===== src/rtl/adder_pkg.sv =====
// Shared definitions for the adder library: FSM state encodings and default width.
package adder_pkg;

    localparam int unsigned DEFAULT_WIDTH = 8;

    typedef enum logic [1:0] {
        ST_IDLE = 2'd0,
        ST_RUN  = 2'd1,
        ST_DONE = 2'd2
    } state_t;

endpackage


===== src/rtl/full_adder.sv =====
// One-bit full adder cell from the combinational adder library.
module full_adder (
    input  logic a,
    input  logic b,
    input  logic cin,
    output logic sum,
    output logic carry
);

    assign sum   = a ^ b ^ cin;
    assign carry = (a & b) | (cin & (a ^ b));

endmodule


===== src/rtl/serial_adder_ctrl.sv =====
// Bit-serial adder: one shared full_adder processes one operand bit per clock,
// LSB first, with a start/busy/done handshake towards the requester.
module serial_adder_ctrl
    import adder_pkg::*;
#(
    parameter int unsigned WIDTH = DEFAULT_WIDTH
) (
    input  logic             clk,
    input  logic             rst,
    input  logic             start,
    input  logic [WIDTH-1:0] a_in,
    input  logic [WIDTH-1:0] b_in,
    input  logic             cin,
    output logic             busy,
    output logic             done,
    output logic [WIDTH-1:0] sum_out,
    output logic             cout
);

    localparam int unsigned CNT_W = $clog2(WIDTH + 1);

    state_t             state_q, state_d;
    logic [WIDTH-1:0]   a_sh, a_sh_d;
    logic [WIDTH-1:0]   b_sh, b_sh_d;
    logic [WIDTH-1:0]   s_sh, s_sh_d;
    logic               carry_q, carry_d;
    logic [CNT_W-1:0]   cnt, cnt_d;
    logic [WIDTH-1:0]   sum_d;
    logic               cout_d;
    logic               fa_sum;
    logic               fa_carry;

    full_adder u_fa (
        .a     (a_sh[0]),
        .b     (b_sh[0]),
        .cin   (carry_q),
        .sum   (fa_sum),
        .carry (fa_carry)
    );

    // Next-state, datapath sequencing and handshake outputs.
    always_comb begin
        state_d = state_q;
        a_sh_d  = a_sh;
        b_sh_d  = b_sh;
        s_sh_d  = s_sh;
        carry_d = carry_q;
        cnt_d   = cnt;
        sum_d   = sum_out;
        cout_d  = cout;
        busy    = 1'b0;
        done    = 1'b0;
        case (state_q)
            ST_IDLE: begin
                if (start) begin
                    a_sh_d  = a_in;
                    b_sh_d  = b_in;
                    carry_d = cin;
                    cnt_d   = '0;
                    state_d = ST_RUN;
                end
            end
            ST_RUN: begin
                busy    = 1'b1;
                a_sh_d  = a_sh >> 1;
                b_sh_d  = b_sh >> 1;
                s_sh_d  = {fa_sum, s_sh[WIDTH-1:1]};
                carry_d = fa_carry;
                cnt_d   = cnt + CNT_W'(1);
                if (cnt == CNT_W'(WIDTH - 1)) begin
                    // Last bit: publish the completed word directly from the adder.
                    sum_d   = {fa_sum, s_sh[WIDTH-1:1]};
                    cout_d  = fa_carry;
                    state_d = ST_DONE;
                end
            end
            ST_DONE: begin
                done    = 1'b1;
                state_d = ST_IDLE;
            end
            default: begin
                state_d = ST_IDLE;
            end
        endcase
    end

    // State and datapath registers with asynchronous clear.
    always_ff @(posedge clk or posedge rst) begin
        if (rst) begin
            state_q <= ST_IDLE;
            a_sh    <= '0;
            b_sh    <= '0;
            s_sh    <= '0;
            carry_q <= 1'b0;
            cnt     <= '0;
            sum_out <= '0;
            cout    <= 1'b0;
        end else begin
            state_q <= state_d;
            a_sh    <= a_sh_d;
            b_sh    <= b_sh_d;
            s_sh    <= s_sh_d;
            carry_q <= carry_d;
            cnt     <= cnt_d;
            sum_out <= sum_d;
            cout    <= cout_d;
        end
    end

endmodule

===== config.mk =====
export PLATFORM = sky130hd
export DESIGN_NAME = serial_adder_ctrl
export DESIGN_NICKNAME = d
export VERILOG_FILES = /design/src/rtl/adder_pkg.sv /design/src/rtl/full_adder.sv /design/src/rtl/serial_adder_ctrl.sv
export SDC_FILE = /design/constraint.sdc
export NUM_CORES = 1
export LEC_CHECK = 0
export BUFFER_PORTS_ARGS = -buffer_cell sky130_fd_sc_hd__buf_2
export CAP_MARGIN = 0
export CELL_PAD_IN_SITES_DETAIL_PLACEMENT = 1
export CELL_PAD_IN_SITES_GLOBAL_PLACEMENT = 1
export CORE_AREA = 2 2 70 72
export DETAILED_ROUTE_END_ITERATION = 12
export DIE_AREA = 0 0 72 74
export MAX_ROUTING_LAYER = met4
export PLACE_DENSITY_LB_ADDON = 0.1
export SETUP_SLACK_MARGIN = 0.3
export SLEW_MARGIN = 20
export SYNTH_ARGS = -nofsm -noshare
export SYNTH_HDL_FRONTEND = slang
export SYNTH_SLANG_ARGS = --single-unit

===== constraint.sdc =====
create_clock -name clk -period 3.8 [get_ports clk]
set_clock_uncertainty 0.05 [all_clocks]
set_input_delay 0.76 -clock clk [delete_from_list [all_inputs] [get_ports clk]]
set_output_delay 0.76 -clock clk [all_outputs]
set_load 0.02 [all_outputs]

Word-level counts from Yosys, hierarchy flattened. Index checks and enable logic that the tools add are counted.

$add $sub $neg: 1. Multipliers: 0. Div/mod/pow operators: 0. Magnitude comparators: 0. Eq/ne operators: 5. Shift-type cells: 0. Muxes and demuxes: 13. Bitwise logic cells: 5. Reductions and logical operators: 5.

Operators by type and width (number): 8-bit case mux with 2 select lines (2); 8-bit two-way mux (2); 4-bit case mux with 2 select lines (1); 2-bit AND reduction (3); 4-bit by 1-bit adder with 4-bit output, second input constant (1); 4-bit by 3-bit == test with 1-bit output, second input constant (1); 2-bit two-way mux (2); 4-bit two-way mux (1); 2-bit != test, second input constant (2); 2-bit case mux with 2 select lines (1); 1-bit two-way mux (3); 1-bit bitwise AND (2); 2-bit by 1-bit == test with 1-bit output, second input constant (1); 2-bit == test, second input constant (1); 2-bit zero test (1); 1-bit case mux with 2 select lines (1); 2-bit nonzero test (1); 1-bit XOR (2); 1-bit OR (1).

Register bits: 40. Latch bits: 0. RAM bits: 0. ROM bits: 0. Output and inout bits: 11. Memories: 0.

Longest topological paths before layout. Gate-level depths: netlist of the first run.

Depth after elaboration: 4. Depth in mapped cells: 6.

Modules after synthesis. A second synthesis of the first run with hierarchy kept.

Cell total of the unflattened synthesis: 168. Area, all modules: 1760.4 µm².

By module, submodules not included: serial_adder_ctrl (times used 1, cells each 167, area an instance 1740.4 µm², seq. area each 975.9 µm²); full_adder (times used 1, cells each 1, area an instance 20.0 µm², seq. area each 0.0 µm²).

Least setup slack after synthesis of the first run. No wires, ideal clock.

Kind: reg2out. From: register state_q[0]. To: output done. Data arrival time: 1.033 ns. Data required time: 2.990 ns. Path slack: 1.957 ns. Stages on the path, launching flop included: 4. Cell sequence: dfrtp_1 > buf_2 > buf_2 > nor2b_1.

Cells in the longest elaborated chain, start to end: 2.

Ends and longest elaborated chain: start: declaration (line serial_adder_ctrl.sv:22) `state_t state_q, state_d;`; start signal: assignment (line serial_adder_ctrl.sv:99) `state_q <= state_d;`; 2-bit == test (line serial_adder_ctrl.sv:53) `case (state_q)`; 1-bit two-way mux (line serial_adder_ctrl.sv:53); end: declaration (line serial_adder_ctrl.sv:15) `output logic done,`.

Every way passes these cells.

Worst setup path after layout of the first run.
From: register state_q[0]. To: output busy.

Cells in the longest elaborated chain, start to end: 2.

Ends and longest elaborated chain: 2-bit by 1-bit == test with 1-bit output (line serial_adder_ctrl.sv:53); 1-bit two-way mux (line serial_adder_ctrl.sv:53); end: declaration (line serial_adder_ctrl.sv:14) `output logic busy,`.

Every way passes these cells.

==> out/metrics.yaml, run 1 <==
ys.flop_type: "dfrtp_1"
cts_tree: "done"
tightestPinTransition_ps: 910
maxSlewViolCount: 0
clkPwrFrac: 0.243
powerDensity_mw_per_mm2: 836
cts.sinks: 39
avgSynthCellArea_um2: 10.5
drt-wirelength-per-cell_um: 15.5
area_delta_synth_final_pct: 18.5
max_stage_delay_ps: 940
grt_util_met3: 0.0325
htree_levels: 2
post-route-drc-count: 0
gp_congestion: 0.679
power_frac_comb: 0.318
row_count: 25
yosysSeqAreaShare: 0.565
post_cts_resized: 0
worstPathRequired_ps: 2990
setup_violations: 0
synth_cells: 164
end_kind: "output port"
instances_no_fill: 248
ant_nets: 0
core_area_mm2: 0.00460
busiest_layer: "met2"
cp-startpoint: "state_q[0]$_DFFE_PP0P_"
ys_warn_count: 0
arrival_ps: 2100
setup_tns_ps: 0
chipHeight_um: 74
synth_edf_count: 0
postCtsSetupRepairBufs: 0
critPathLaunchType: "register"
grt_pass1_vias: 1360
dpl.cell_count: 240
synth-seq-cells: 39
synth_most_common_cell: "dfrtp_1"
grtUsageMet2: 0.273
layout-drive-gt1-share: 0.263
synthTopCellsByCount: "dfrtp_1 (39), nand2_1 (36), o21ai_0 (18), a21oi_1 (13)"
cts_made_buffers: 5
nFillCells: 519
grt_antenna_before_repair: 0
syn_area_mm2: 0.00173
syn_nets: 186
grt_remaining_overflow: 0
pwr-share-seq: 0.439
maxSlewHeadroom: 0.394
cts-root-buf: "clkbuf_8"
path_clk_slew_ps: 70
synth_top_area_share: 0.565
peakVddDrop_mv: 0.279
post-route-period-util: 0.766
avgViaCountPerCell: 5.36
p_int_w: 0.00108
critPathSlowestCell: "dfrtp_1"
p_leak_nw: 0.992
fmax_ghz: 0.343
p_sw_frac: 0.369
port_buffers: 30
vias: 1330
status: "finished clean"
grt_use_total: 0.170
die-area_mm2: 0.00533
grt_pass1_wl_um: 6560
diodes: 0
first_pass_iters: 4
finalWirelength_um: 3850
drtIter0Drc: 123
r2r-start: "state_q[0]$_DFFE_PP0P_"
num_io_pins: 31
drv_cap: 0
nets: 215
ys_async_sr_fraction: 1.00
grt_max_degree: 40
yosysTopAreaCell: "dfrtp_1"
initial_utilization: 0.376
die_x_um: 72
cp_max_fo: 29
finalHoldViolCount: 0
crit_type: "register to output port"
grt_util_met1: 0.206
hp-start: "s_sh[1]$_DFFE_PP0N_"
worstHoldPathType: "register to register"
yosys-top-cells-area: "dfrtp_1 (56%), nand2_1 (7.8%), mux2_2 (5.9%), o21ai_0 (5.2%), a22oi_1 (4.3%)"
rsz0062_at_grt: "no"
hold_buffers: 0
clock_latency_ps: 300
clock_path_buffers: 2
p_sw_w: 0.000632
crit_chain: "nand2b_4 -> inv_1 -> buf_2"
dp_hpwl_um: 2620
ys_types: 23
period_minus_slack_ps: 2910
state kept, by name, summed over array words and instances, names as in the netlist:
signal	count
a_sh	8
b_sh	8
sum_out	8
s_sh	7
cnt	4
state_q	2
carry_q	1
cout	1
placed cells by master, fill, tap and decap left out:
| cell | Yosys | routed |
|---|---|---|
| dfrtp_1 | 39 | 39 |
| fa_1 | 1 | 1 |
| nor2b_1 | 10 | 10 |
| o21bai_2 | 0 | 1 |
| ha_1 | 1 | 1 |
| nand2b_1 | 1 | 1 |
| nand3_1 | 2 | 2 |
| clkbuf_8 | 0 | 5 |
| mux2_2 | 9 | 9 |
| buf_4 | 2 | 1 |
| and3b_1 | 5 | 5 |
| nand2_1 | 36 | 36 |
| buf_2 | 3 | 30 |
| inv_1 | 2 | 2 |
| o21ai_0 | 18 | 18 |
| clkinvlp_4 | 0 | 1 |
| bufinv_16 | 0 | 2 |
| a22o_1 | 2 | 2 |
| a22oi_1 | 10 | 10 |
| mux2i_1 | 1 | 1 |
| nand2b_4 | 1 | 1 |
| o311ai_0 | 1 | 1 |
| nor3_4 | 1 | 1 |
| a21oi_1 | 13 | 13 |
| nor2_1 | 1 | 1 |
power by group through the flow:
stage                     Sequential [W]  Combinational (W)  Clock (W)
after floorplan                 0.000728           0.000423          0
after global placement          0.000748           0.000533          0
after detailed placement        0.000762           0.000555          0
after CTS                       0.000756           0.000559   0.000428
after global routing            0.000785           0.000620   0.000446
final                           0.000752           0.000544   0.000416
worst max-delay path, delay by kind of cell, from the launching register on:
family | cells | cell delay (ps)
flops | 1 | 940
buf+inv | 2 | 650
simple gates | 1 | 210
stage by stage:
step / utilization / setup slack [ps] / hold WS, ps / cell area, um2 / total power [W]
2_1_floorplan: - / 1960 / 390 / 1730 / 0.00115
6_report: 0.445 / 888 / 438 / 2050 / 0.00171
5_1_grt: 0.445 / 685 / 475 / 2050 / 0.00185
3_3_place_gp: 0.415 / 1260 / 415 / 1910 / 0.00128
4_1_cts: 0.445 / 866 / 445 / 2040 / 0.00174
3_5_place_dp: 0.415 / 1200 / 428 / 1910 / 0.00132
area by class of cell:
type	count	area, um2	share of cell area
Clock buffer	5	68.8	0.0336
Clock inverter	3	67.6	0.0330
Inverter	2	7.51	0.00367
Sequential cell	39	976	0.476
Tap cell	54	67.6	0.0330
Timing Repair Buffer	31	158	0.0770
Multi-Input combinational cell	114	703	0.343
cells by family after synthesis:
kind of cell / synth area share
DFF: 0.565
AOI/OAI and AO/OA: 0.153
buffers and inverters: 0.0304
muxes: 0.0644
and+or+nand+nor: 0.169
adders and majority gates: 0.0188
path summary, 6_finish.rpt:
check	to	slack [ps]	cells past startpoint
worst max-delay path	busy	890	3
worst min-delay path	s_sh[1]$_DFFE_PP0N_	440	2
worst max register to register	sum_out[0]$_DFFE_PP0P_	1590	3
worst min register to register	s_sh[1]$_DFFE_PP0N_	440	2
max in group asynchronous	state_q[0]$_DFFE_PP0P_	2840	3
min in group asynchronous	sum_out[4]$_DFFE_PP0P_	520	3
metal layers:
metal | vias up | wire [um]
met5 | - | 0
met3 | 7 | 140
li1 | 619 | -
met4 | 0 | 81
met1 | 677 | 1700
met2 | 27 | 1930
Note: power is estimated with default switching activity, not from simulation.
==> inputs of run 2 (changes only) <==
- CORE_AREA: 2 2 70 72 -> 2 2 71 73
- DIE_AREA: 0 0 72 74 -> 0 0 73 75
- clock period: 3.8 -> 2.4 ns (I/O delays scaled with it)
==> run 2 against run 1 <==
Worst hold slack got worse by 180 ps. Final area increased by 0.55%. First-iteration DRC count decreased by 53%. Total power increased by 56%. Core utilization decreased by 0.36 points.
==> out/metrics.yaml, run 2 (synthesis gave the netlist of run 1 again) <==
status: "finished clean"
grt_remaining_overflow: 0
cts-root-buf: "clkbuf_8"
finalHoldViolCount: 0
worstPathRequired_ps: 1870
post-route-util: 0.442
max_stage_delay_ps: 410
place_ws_ps: 667
arrival_ps: 1410
hold_buffers: 0
end_kind: "output port"
nets: 219
htree_levels: 2
finalWirelength_um: 3910
maxSlewHeadroom: 0.656
setup_tns_ps: 0
total_power_w: 0.00266
post-route-drc-count: 0
worstHoldPathType: "input pin to async pin"
critPathLaunchType: "register"
maxSlewViolCount: 0
fmax_ghz: 0.516
worst_slack_ps: 460
grt_max_degree: 40
die-area_mm2: 0.00548
critPathSlowestCell: "dfrtp_1"
period_minus_slack_ps: 1940
avgViaCountPerCell: 5.20
drtIter0Drc: 58
post-route-period-util: 0.808
post_cts_resized: 0
tightestPinTransition_ps: 515
clock_path_buffers: 2
ant_nets: 0
postCtsSetupRepairBufs: 0
cts_tree: "done"
dp_hpwl_um: 2710
area_delta_synth_final_pct: 19.2
path_clk_slew_ps: 80
gp_congestion: 0.736
grt_pass1_vias: 1390
rsz0062_at_grt: "no"
grt_antenna_before_repair: 0
reg_top3: "a_sh (8), b_sh (8), sum_out (8)"
initial_utilization: 0.371
crit_buf_inv: 2
grt_pass1_wl_um: 6410
row_count: 25
cts_made_buffers: 5
final_cell_mix: "dfrtp_1 (39), nand2_1 (36), buf_2 (30)"
cp_top_family: "buffers and inverters"
grt_use_total: 0.159
core_area_mm2: 0.00466
diodes: 0
crit_chain: "nand2b_4 -> clkinvlp_4 -> buf_2"
drv_cap: 0
crit_type: "register to output port"
layout-drive-gt1-share: 0.278
hold_ws_ps: 260
peakVddDrop_mv: 0.498
port_buffers: 30
vias: 1310
powerDensity_mw_per_mm2: 1290
num_io_pins: 31
final_common_cell: "dfrtp_1"
cp_max_fo: 14
setup_violations: 0
p_leak_nw: 1.00
chipHeight_um: 75
cts.sinks: 39
drt-wirelength-per-cell_um: 15.5
clock_latency_ps: 280
first_pass_iters: 4
die_x_um: 73
run 2: cell count changes in the layout (fill, tap and decap cells not counted), sizes merged:
cell,before,now
buf,31,35
bufinv,2,1
clkbuf,5,6
clkinv,0,1
inv,2,1
run 2: tightest hold or removal path: cells and delay by family:
kind / cells / cell delay [ps]
buffers and inverters: 3 / 570
run 2: stage by stage:
| step | area, um2 | cells |
|---|---|---|
| floorplan | 1730 | 164 |
| global placement | 1940 | 244 |
| detailed placement | 1940 | 244 |
| CTS | 2060 | 252 |
| global route | 2060 | 252 |
| finish | 2060 | 252 |
run 2: layout make-up:
type	instances	area, um2
Clock buffer	6	82.6
Clock inverter	2	35.0
Fill cell	553	2600
Inverter	2	11.3
Multi-Input combinational cell	114	699
Sequential cell	39	976
Tap cell	54	67.6
Timing Repair Buffer	35	188
run 2: path summary, 6_finish.rpt:
kind                                        startpoint                     end  slack (ps)  cells after the start
worst max-delay path            state_q[0]$_DFFE_PP0P_                    busy         460                      3
worst min-delay path                               rst      cnt[0]$_DFFE_PP0P_         260                      3
worst max register to register      cnt[0]$_DFFE_PP0P_  sum_out[3]$_DFFE_PP0P_         700                      4
worst min register to register     s_sh[1]$_DFFE_PP0N_     s_sh[1]$_DFFE_PP0N_         430                      2
max in group asynchronous                          rst     b_sh[7]$_DFFE_PP0P_        1680                      3
min in group clk                   s_sh[1]$_DFFE_PP0N_     s_sh[1]$_DFFE_PP0N_         430                      2
run 2: where the power goes:
part           switching (W)  internal, W
combinational       0.000590     0.000407
sequential          0.000179     0.000925
clock               0.000225     0.000336
total               0.000994      0.00167
run 2: metal layers:
layer / GRT usage / up-vias / routed length [um]
li1: - / 629 / -
met1: 0.169 / 654 / 1720
met2: 0.292 / 25 / 2030
met3: 0.0321 / 2 / 135
met4: 0.0556 / 0 / 29
met5: - / - / 0
